File: config.mk
export PLATFORM = sky130hd
export DESIGN_NAME = cmult_shift_sat
export DESIGN_NICKNAME = d
export VERILOG_FILES = /design/src/rtl/cmult_shift_sat.sv
export SDC_FILE = /design/constraint.sdc
export NUM_CORES = 2
export LEC_CHECK = 0
export BUFFER_PORTS_ARGS = -buffer_cell sky130_fd_sc_hd__buf_2
export CAP_MARGIN = 40
export CORE_MARGIN = 3
export CORE_UTILIZATION = 70
export DETAILED_ROUTE_END_ITERATION = 8
export GPL_TIMING_DRIVEN = 0
export PLACE_DENSITY = 0.88
export SLEW_MARGIN = 20
export SYNTH_ARGS = -nofsm -noshare
export SYNTH_HDL_FRONTEND = slang
export SYNTH_SLANG_ARGS = --single-unit
File: constraint.sdc
create_clock -name aclk -period 12.4 [get_ports aclk]
set_input_delay 3.1 -clock aclk [delete_from_list [all_inputs] [get_ports aclk]]
set_output_delay 3.1 -clock aclk [all_outputs]
set_load 0.05 [all_outputs]
File: src/rtl/cmult_shift_sat.sv
`default_nettype none
// ============================================================================
//  Module   : cmult_shift_sat
//  Purpose  : Back-pressured complex multiply (a*b or a*conj(b)) followed by
//             a per-beat left shift, truncation (or rounding) to OUT_W, and
//             saturation with overflow pulse / sticky flag / event counter.
//             Three register stages: operands, partial products, output.
//  Options  : define CMS_ROUND_EN to round half up instead of truncating.
//  Revision : 1.0  initial release
// ============================================================================
module cmult_shift_sat #(
  parameter int IN_W    = 16,
  parameter int OUT_W   = 16,
  parameter int SHIFT_W = 4,
  parameter int CNT_W   = 16
) (
  input  logic                 aclk,
  input  logic                 aresetn,
  input  logic [SHIFT_W-1:0]   shift,
  input  logic                 conj_b,
  input  logic [2*IN_W-1:0]    s_a_tdata,
  input  logic                 s_a_tvalid,
  output logic                 s_a_tready,
  input  logic                 s_a_tlast,
  input  logic [2*IN_W-1:0]    s_b_tdata,
  input  logic                 s_b_tvalid,
  output logic                 s_b_tready,
  output logic [2*OUT_W-1:0]   m_tdata,
  output logic                 m_tvalid,
  input  logic                 m_tready,
  output logic                 m_tlast,
  output logic                 ovf_pulse,
  output logic                 ovf_sticky,
  input  logic                 ovf_clear,
  output logic [CNT_W-1:0]     ovf_count
);

  localparam int c_PROD_W = 2*IN_W;
  localparam int c_P      = 2*IN_W + 1;
  // One guard bit above the P+2**SHIFT_W-1 working width keeps the rounding
  // add from wrapping for any parameter set; results are unaffected.
  localparam int c_EXT_W  = c_P + 2**SHIFT_W;
  localparam int c_DROP   = c_P - OUT_W;
  localparam logic [OUT_W-1:0] c_MAX     = {1'b0, {(OUT_W-1){1'b1}}};
  localparam logic [OUT_W-1:0] c_MIN     = {1'b1, {(OUT_W-1){1'b0}}};
  localparam logic [CNT_W-1:0] c_CNT_ONE = {{(CNT_W-1){1'b0}}, 1'b1};

  // Output-side registers
  logic                 r_m_tvalid;
  logic [2*OUT_W-1:0]   r_m_tdata;
  logic                 r_m_tlast;
  logic                 r_ovf_pulse;
  logic                 r_ovf_sticky;
  logic [CNT_W-1:0]     r_ovf_count;

  // Stage 1: operands and per-beat controls
  logic                 r1_valid;
  logic signed [IN_W-1:0] r1_ar, r1_ai, r1_br, r1_bi;
  logic [SHIFT_W-1:0]   r1_shift;
  logic                 r1_conj;
  logic                 r1_last;

  // Stage 2: partial products
  logic                 r2_valid;
  logic signed [c_PROD_W-1:0] r2_rr, r2_ii, r2_ri, r2_ir;
  logic [SHIFT_W-1:0]   r2_shift;
  logic                 r2_conj;
  logic                 r2_last;

  logic w_en;
  logic w_hs;

  // Whole pipeline advances only when the output register can accept data.
  assign w_en       = !r_m_tvalid || m_tready;
  assign w_hs       = w_en && s_a_tvalid && s_b_tvalid;
  assign s_a_tready = w_hs;
  assign s_b_tready = w_hs;

  // Stage 1 valid: set by a joined handshake, cleared on reset.
  always_ff @(posedge aclk) begin
    if (!aresetn)  r1_valid <= 1'b0;
    else if (w_en) r1_valid <= w_hs;
  end

  // Stage 1 data: capture both operands and the controls of the accepted beat.
  always_ff @(posedge aclk) begin
    if (w_hs) begin
      r1_ar    <= s_a_tdata[IN_W-1:0];
      r1_ai    <= s_a_tdata[2*IN_W-1:IN_W];
      r1_br    <= s_b_tdata[IN_W-1:0];
      r1_bi    <= s_b_tdata[2*IN_W-1:IN_W];
      r1_shift <= shift;
      r1_conj  <= conj_b;
      r1_last  <= s_a_tlast;
    end
  end

  // Stage 2 valid follows stage 1 whenever the pipeline moves.
  always_ff @(posedge aclk) begin
    if (!aresetn)  r2_valid <= 1'b0;
    else if (w_en) r2_valid <= r1_valid;
  end

  // Stage 2 data: the four signed partial products.
  always_ff @(posedge aclk) begin
    if (w_en && r1_valid) begin
      r2_rr    <= c_PROD_W'(r1_ar) * c_PROD_W'(r1_br);
      r2_ii    <= c_PROD_W'(r1_ai) * c_PROD_W'(r1_bi);
      r2_ri    <= c_PROD_W'(r1_ar) * c_PROD_W'(r1_bi);
      r2_ir    <= c_PROD_W'(r1_ai) * c_PROD_W'(r1_br);
      r2_shift <= r1_shift;
      r2_conj  <= r1_conj;
      r2_last  <= r1_last;
    end
  end

  // Stage 3 arithmetic
  logic signed [c_P-1:0]     w_rr_x, w_ii_x, w_ri_x, w_ir_x;
  logic signed [c_P-1:0]     w_re, w_im;
  logic signed [c_EXT_W-1:0] w_re_sh, w_im_sh;
  logic signed [c_EXT_W-1:0] w_re_rnd, w_im_rnd;
  logic signed [c_EXT_W-1:0] w_re_q, w_im_q;
  logic                      w_re_ovf, w_im_ovf;
  logic [OUT_W-1:0]          w_re_out, w_im_out;
  logic                      w_ovf_evt;

  assign w_rr_x = {r2_rr[c_PROD_W-1], r2_rr};
  assign w_ii_x = {r2_ii[c_PROD_W-1], r2_ii};
  assign w_ri_x = {r2_ri[c_PROD_W-1], r2_ri};
  assign w_ir_x = {r2_ir[c_PROD_W-1], r2_ir};

  // Combine partial products for a*b or a*conj(b).
  always_comb begin
    if (r2_conj) begin
      w_re = w_rr_x + w_ii_x;
      w_im = w_ir_x - w_ri_x;
    end else begin
      w_re = w_rr_x - w_ii_x;
      w_im = w_ri_x + w_ir_x;
    end
  end

  assign w_re_sh = {{(c_EXT_W-c_P){w_re[c_P-1]}}, w_re} << r2_shift;
  assign w_im_sh = {{(c_EXT_W-c_P){w_im[c_P-1]}}, w_im} << r2_shift;

`ifdef CMS_ROUND_EN
  localparam logic [c_EXT_W-1:0] c_RND = {{(c_EXT_W-1){1'b0}}, 1'b1} << (c_DROP-1);
  assign w_re_rnd = w_re_sh + c_RND;
  assign w_im_rnd = w_im_sh + c_RND;
`else
  assign w_re_rnd = w_re_sh;
  assign w_im_rnd = w_im_sh;
`endif

  // After dropping DROP bits, the value fits OUT_W exactly when every bit
  // from OUT_W-1 upward matches the sign (same as the P-bit range test).
  assign w_re_q   = w_re_rnd >>> c_DROP;
  assign w_im_q   = w_im_rnd >>> c_DROP;
  assign w_re_ovf = !((&w_re_q[c_EXT_W-1:OUT_W-1]) || !(|w_re_q[c_EXT_W-1:OUT_W-1]));
  assign w_im_ovf = !((&w_im_q[c_EXT_W-1:OUT_W-1]) || !(|w_im_q[c_EXT_W-1:OUT_W-1]));
  assign w_re_out = w_re_ovf ? (w_re_q[c_EXT_W-1] ? c_MIN : c_MAX) : w_re_q[OUT_W-1:0];
  assign w_im_out = w_im_ovf ? (w_im_q[c_EXT_W-1] ? c_MIN : c_MAX) : w_im_q[OUT_W-1:0];
  assign w_ovf_evt = w_en && r2_valid && (w_re_ovf || w_im_ovf);

  // Output register: holds under back-pressure, loads a beat when S3 is valid.
  always_ff @(posedge aclk) begin
    if (!aresetn) begin
      r_m_tvalid <= 1'b0;
      r_m_tdata  <= '0;
      r_m_tlast  <= 1'b0;
    end else if (w_en) begin
      r_m_tvalid <= r2_valid;
      if (r2_valid) begin
        r_m_tdata <= {w_im_out, w_re_out};
        r_m_tlast <= r2_last;
      end
    end
  end

  // Overflow tracking: clear takes effect first, then the current event.
  always_ff @(posedge aclk) begin
    if (!aresetn) begin
      r_ovf_pulse  <= 1'b0;
      r_ovf_sticky <= 1'b0;
      r_ovf_count  <= '0;
    end else begin
      r_ovf_pulse <= w_ovf_evt;
      if (ovf_clear) begin
        r_ovf_sticky <= w_ovf_evt;
        r_ovf_count  <= w_ovf_evt ? c_CNT_ONE : '0;
      end else if (w_ovf_evt) begin
        r_ovf_sticky <= 1'b1;
        if (r_ovf_count != '1) r_ovf_count <= r_ovf_count + c_CNT_ONE;
      end
    end
  end

  assign m_tvalid   = r_m_tvalid;
  assign m_tdata    = r_m_tdata;
  assign m_tlast    = r_m_tlast;
  assign ovf_pulse  = r_ovf_pulse;
  assign ovf_sticky = r_ovf_sticky;
  assign ovf_count  = r_ovf_count;

endmodule
`default_nettype wire

==> Flow_metrics.wiki <==
{| class="wikitable"
! Metric !! Value
|-
| Tightest slew margin relative to the limit || 31.7%
|-
| Main flop type after synthesis || sky130_fd_sc_hd__edfxtp_1
|-
| Initial core utilization || between 70% and 80%
|-
| Via count of the first global-routing pass || 48169
|-
| Data required time of the worst path || 12700 ps
|-
| Worst setup slack for register-to-register paths || ~3500 ps
|-
| Global placement routability congestion || about 1.0
|-
| Hold Path Cell Cnt || 0
|-
| Area of the core || approximately 78000 um2
|-
| Final worst setup slack || between 3000 and 4000 ps
|-
| Synth async-reset ratio || 0%
|-
| Max H-tree Level || 2
|-
| Nets@finish || between 7000 and 8000
|-
| Non-filler instance count after layout || between 7000 and 8000
|-
| # resized after CTS || 0
|-
| Fin crit period || a little under 9000 ps
|-
| Vertical die dimension || about 290 um
|-
| Logic depth of the worst register-to-register path || 24
|-
| Global-route wire length before repair || 276000 um
|-
| Final worst path period share || 71.4%
|-
| Residual DRC || 0
|-
| Detail Placement HPWL || 149000 um
|-
| Number of synthesized flops with an enable pin || 204
|-
| Number of clock buffers inserted by TritonCTS || 36
|-
| Unrepaired setup endpoints after global routing || false
|-
| Count of endpoints failing setup in the final report || 0
|-
| Clock transition time at the flip-flop clock pins of the worst setup and hold paths || 60 ps
|-
| Final antenna-violating net count || 0
|-
| Register area share after synthesis || 12.9%
|-
| Initial antenna violation count || 11
|-
| Critical Path AT || slightly above 9000 ps
|-
| Post-placement setup slack || 3830 ps
|-
| CTS tree || yes
|-
| Worst hold-check path type || flip-flop to flip-flop
|-
| Netlist cell types || roughly 100
|-
| Area of the mapped netlist || 55700 um2
|-
| Final core utilization || 76.3%
|-
| Class of the most critical setup path || flip-flop to flip-flop
|-
| Actual slew at the worst max-slew pin || 1020 ps
|-
| Leftover overflow at the end of global routing || 0
|-
| Post-CTS setup buffers || 0
|-
| Width of the die || 288 um
|-
| Area of the die || 83100 um2
|-
| Total detailed-routing wirelength || 181000 um
|-
| Kind of end point of the critical path || flip-flop
|-
| Number of failing hold endpoints at the final stage || 0
|-
| Vias || ~46000
|-
| Via-to-Cell Ratio || 6.23
|-
| Max-Cap Viols || 0
|-
| Starting DRC count in detailed routing || between 4000 and 5000
|-
| Pre-antenna DRT Iters || 8
|-
| Critical R2R Launch || r1_bi[4]
|-
| Synth Instances || between 6000 and 7000
|-
| Maximum number of pins on one net before global-route repair || 60
|-
| Quantity of I/O buffers inserted on ports || 128
|-
| Bufs on Longest Clock Path || 3
|-
| Synthesized area per cell || just over 9 um2
|-
| Status || finished, final reports clean
|-
| Clock Latency Late Sink || 610 ps
|-
| Final worst clock skew || about 38 ps
|-
| Kind of launch point of the worst setup path || flip-flop
|-
| Layout fillers || 5314
|-
| CTS hold repair buffers || 0
|-
| Final-report max-slew violation count || 0
|-
| Critical Path Fanout Max || 10
|-
| Aggregate negative setup slack || 0 ps
|-
| Placement row count || 102
|-
| Highest clock rate || about 110 MHz
|-
| Root buffer cell || sky130_fd_sc_hd__clkbuf_16
|-
| #FFs+latches synth || 258
|-
| Synthesized netlist net count || 7671
|-
| Area overhead of the layout relative to synthesis || 7.05%
|-
| Start point of the worst hold path || r1_shift[1]
|-
| Number of clock sinks || 258
|-
| Ratio of cells with drive above 1 in the final layout || 5.51%
|-
| Routed length per placed instance || 24.3 um
|-
| Endpoint of the worst-slack reg-to-reg timing path || r2_ii[30]
|-
| Number of ports placed on the die boundary || 130
|-
| Hold Path End || r2_shift[1]
|-
| Total Routing Usage GR || 44.9%
|-
| Warning count from the yosys run || 0
|-
| Cell total after placement || 7360
|}
==> critical path: stages (launching register included) <==
cell and delay, ps:
sky130_fd_sc_hd__edfxtp_1 670, sky130_fd_sc_hd__clkbuf_1 740, sky130_fd_sc_hd__nand2_1 180, sky130_fd_sc_hd__fa_1 570, sky130_fd_sc_hd__inv_1 50, sky130_fd_sc_hd__fa_1 470
sky130_fd_sc_hd__inv_1 50, sky130_fd_sc_hd__fa_1 490, sky130_fd_sc_hd__fa_1 540, sky130_fd_sc_hd__inv_1 50, sky130_fd_sc_hd__fa_1 490, sky130_fd_sc_hd__fa_1 430
sky130_fd_sc_hd__ha_1 370, sky130_fd_sc_hd__and3_1 210, sky130_fd_sc_hd__a211oi_1 650, sky130_fd_sc_hd__a2111oi_0 320, sky130_fd_sc_hd__or4_1 630, sky130_fd_sc_hd__nand2_1 100
sky130_fd_sc_hd__o21ai_0 230, sky130_fd_sc_hd__o211ai_1 320, sky130_fd_sc_hd__o21ai_0 160, sky130_fd_sc_hd__o21ai_0 190, sky130_fd_sc_hd__nand2b_1 80, sky130_fd_sc_hd__a21oi_1 170
sky130_fd_sc_hd__xnor2_1 360
==> worst max path at each step <==
stage | from | endpoint | slack, ps | depth (start not counted)
2_1_floorplan | m_tready | s_b_tready | 3530 | 3
3_3_place_gp | m_tready | s_a_tready | 2140 | 4
3_5_place_dp | r1_bi[4] | r2_ii[30] | 3830 | 24
4_1_cts | r1_bi[4] | r2_ii[30] | 3780 | 24
5_1_grt | r1_bi[5] | r2_ri[31] | 3320 | 27
6_report | r1_bi[4] | r2_ii[30] | 3550 | 24
==> cell usage after synthesis, types with 68 or more instances <==
cell / count / area (um2)
sky130_fd_sc_hd__xnor2_1: 180 / 1580
sky130_fd_sc_hd__o21ai_0: 128 / 641
sky130_fd_sc_hd__nor2_1: 262 / 983
sky130_fd_sc_hd__and2_1: 389 / 2430
sky130_fd_sc_hd__fa_1: 1048 / 21000
sky130_fd_sc_hd__nand3_1: 68 / 340
sky130_fd_sc_hd__a21oi_1: 223 / 1120
sky130_fd_sc_hd__clkbuf_1: 276 / 1040
sky130_fd_sc_hd__inv_1: 1240 / 4650
sky130_fd_sc_hd__nand2_1: 784 / 2940
sky130_fd_sc_hd__edfxtp_1: 204 / 6130
sky130_fd_sc_hd__nor3_1: 78 / 390
sky130_fd_sc_hd__ha_1: 394 / 4930
==> routing by layer <==
metal | GRT usage, % | part of all wire [%] | wire, um
met1 | 53.9 | 33 | 60600
met4 | 38.2 | 11 | 20200
met2 | 66.7 | 43 | 78100
met5 | 0 | 0.069 | 125
met3 | 13.6 | 12 | 22500
==> kinds of logic (layout without fill, tap and decap cells) <==
group,Yosys count,after routing,synth area share [%]
fa+ha+maj,1442,1442,46.5
mux,87,87,1.87
compound gates,720,720,8.36
flops,258,258,12.9
other cells,0,13,0
xor+xnor,244,244,3.85
simple gates,1856,1856,16.0
buf+inv,1546,1800,10.5
==> flip-flops by register name, indices dropped and copies added, names as in the netlist, 32 cells and up <==
signal and cells:
r2_rr 32, r2_ir 32, r2_ii 32, m_tdata 32, r2_ri 32
==> area by class of cell <==
class | instances | area, um2 | area share (%)
Multi-Input combinational cell | 4349 | 42700 | 71.6
Tap cell | 1040 | 1300 | 2.18
Sequential cell | 258 | 7210 | 12.1
Clock buffer | 42 | 943 | 1.58
Antenna cell | 13 | 32.5 | 0.0545
Buffer | 299 | 1160 | 1.95
Timing Repair Buffer | 189 | 1370 | 2.29
Clock inverter | 23 | 243 | 0.407
Inverter | 1247 | 4680 | 7.84
==> cell usage in the layout (no fill, tap or decap), types with 22 or more instances in the layout <==
| cell type | synthesis | layout |
|---|---|---|
| sky130_fd_sc_hd__nor3_1 | 78 | 78 |
| sky130_fd_sc_hd__ha_1 | 394 | 394 |
| sky130_fd_sc_hd__nand2_1 | 784 | 784 |
| sky130_fd_sc_hd__xnor2_1 | 180 | 180 |
| sky130_fd_sc_hd__nor4_1 | 23 | 23 |
| sky130_fd_sc_hd__clkbuf_1 | 276 | 280 |
| sky130_fd_sc_hd__o211ai_1 | 33 | 33 |
| sky130_fd_sc_hd__xor2_1 | 63 | 59 |
| sky130_fd_sc_hd__dfxtp_1 | 54 | 54 |
| sky130_fd_sc_hd__nor2b_1 | 25 | 25 |
| sky130_fd_sc_hd__nand2b_1 | 60 | 60 |
| sky130_fd_sc_hd__and2_1 | 389 | 388 |
| sky130_fd_sc_hd__edfxtp_1 | 204 | 204 |
| sky130_fd_sc_hd__nand4_1 | 22 | 22 |
| sky130_fd_sc_hd__clkbuf_16 | 0 | 36 |
| sky130_fd_sc_hd__a21oi_1 | 223 | 223 |
| sky130_fd_sc_hd__nor2_1 | 262 | 262 |
| sky130_fd_sc_hd__mux2i_1 | 51 | 51 |
| sky130_fd_sc_hd__mux2_2 | 24 | 24 |
| sky130_fd_sc_hd__nand3_1 | 68 | 68 |
| sky130_fd_sc_hd__buf_2 | 7 | 136 |
| sky130_fd_sc_hd__inv_1 | 1240 | 1240 |
| sky130_fd_sc_hd__fa_1 | 1048 | 1048 |
| sky130_fd_sc_hd__a21o_1 | 48 | 48 |
| sky130_fd_sc_hd__a31oi_1 | 39 | 39 |
| sky130_fd_sc_hd__and3_1 | 33 | 32 |
| sky130_fd_sc_hd__a211oi_1 | 29 | 29 |
| sky130_fd_sc_hd__or3_1 | 33 | 33 |
| sky130_fd_sc_hd__o21ai_0 | 128 | 128 |
| sky130_fd_sc_hd__o21a_1 | 22 | 22 |
| sky130_fd_sc_hd__buf_6 | 2 | 48 |
==> stage by stage <==
stage                     hold slack [ps]  cell area (um2)
final                                 418            59700
after global routing                  425            59700
after CTS                             418            59400
after detailed placement              405            58200
after global placement                409            57700
after floorplan                       400            55700
Power is not shown: default switching activity piles up to over one toggle a cycle in this logic, so the estimate is an artifact.
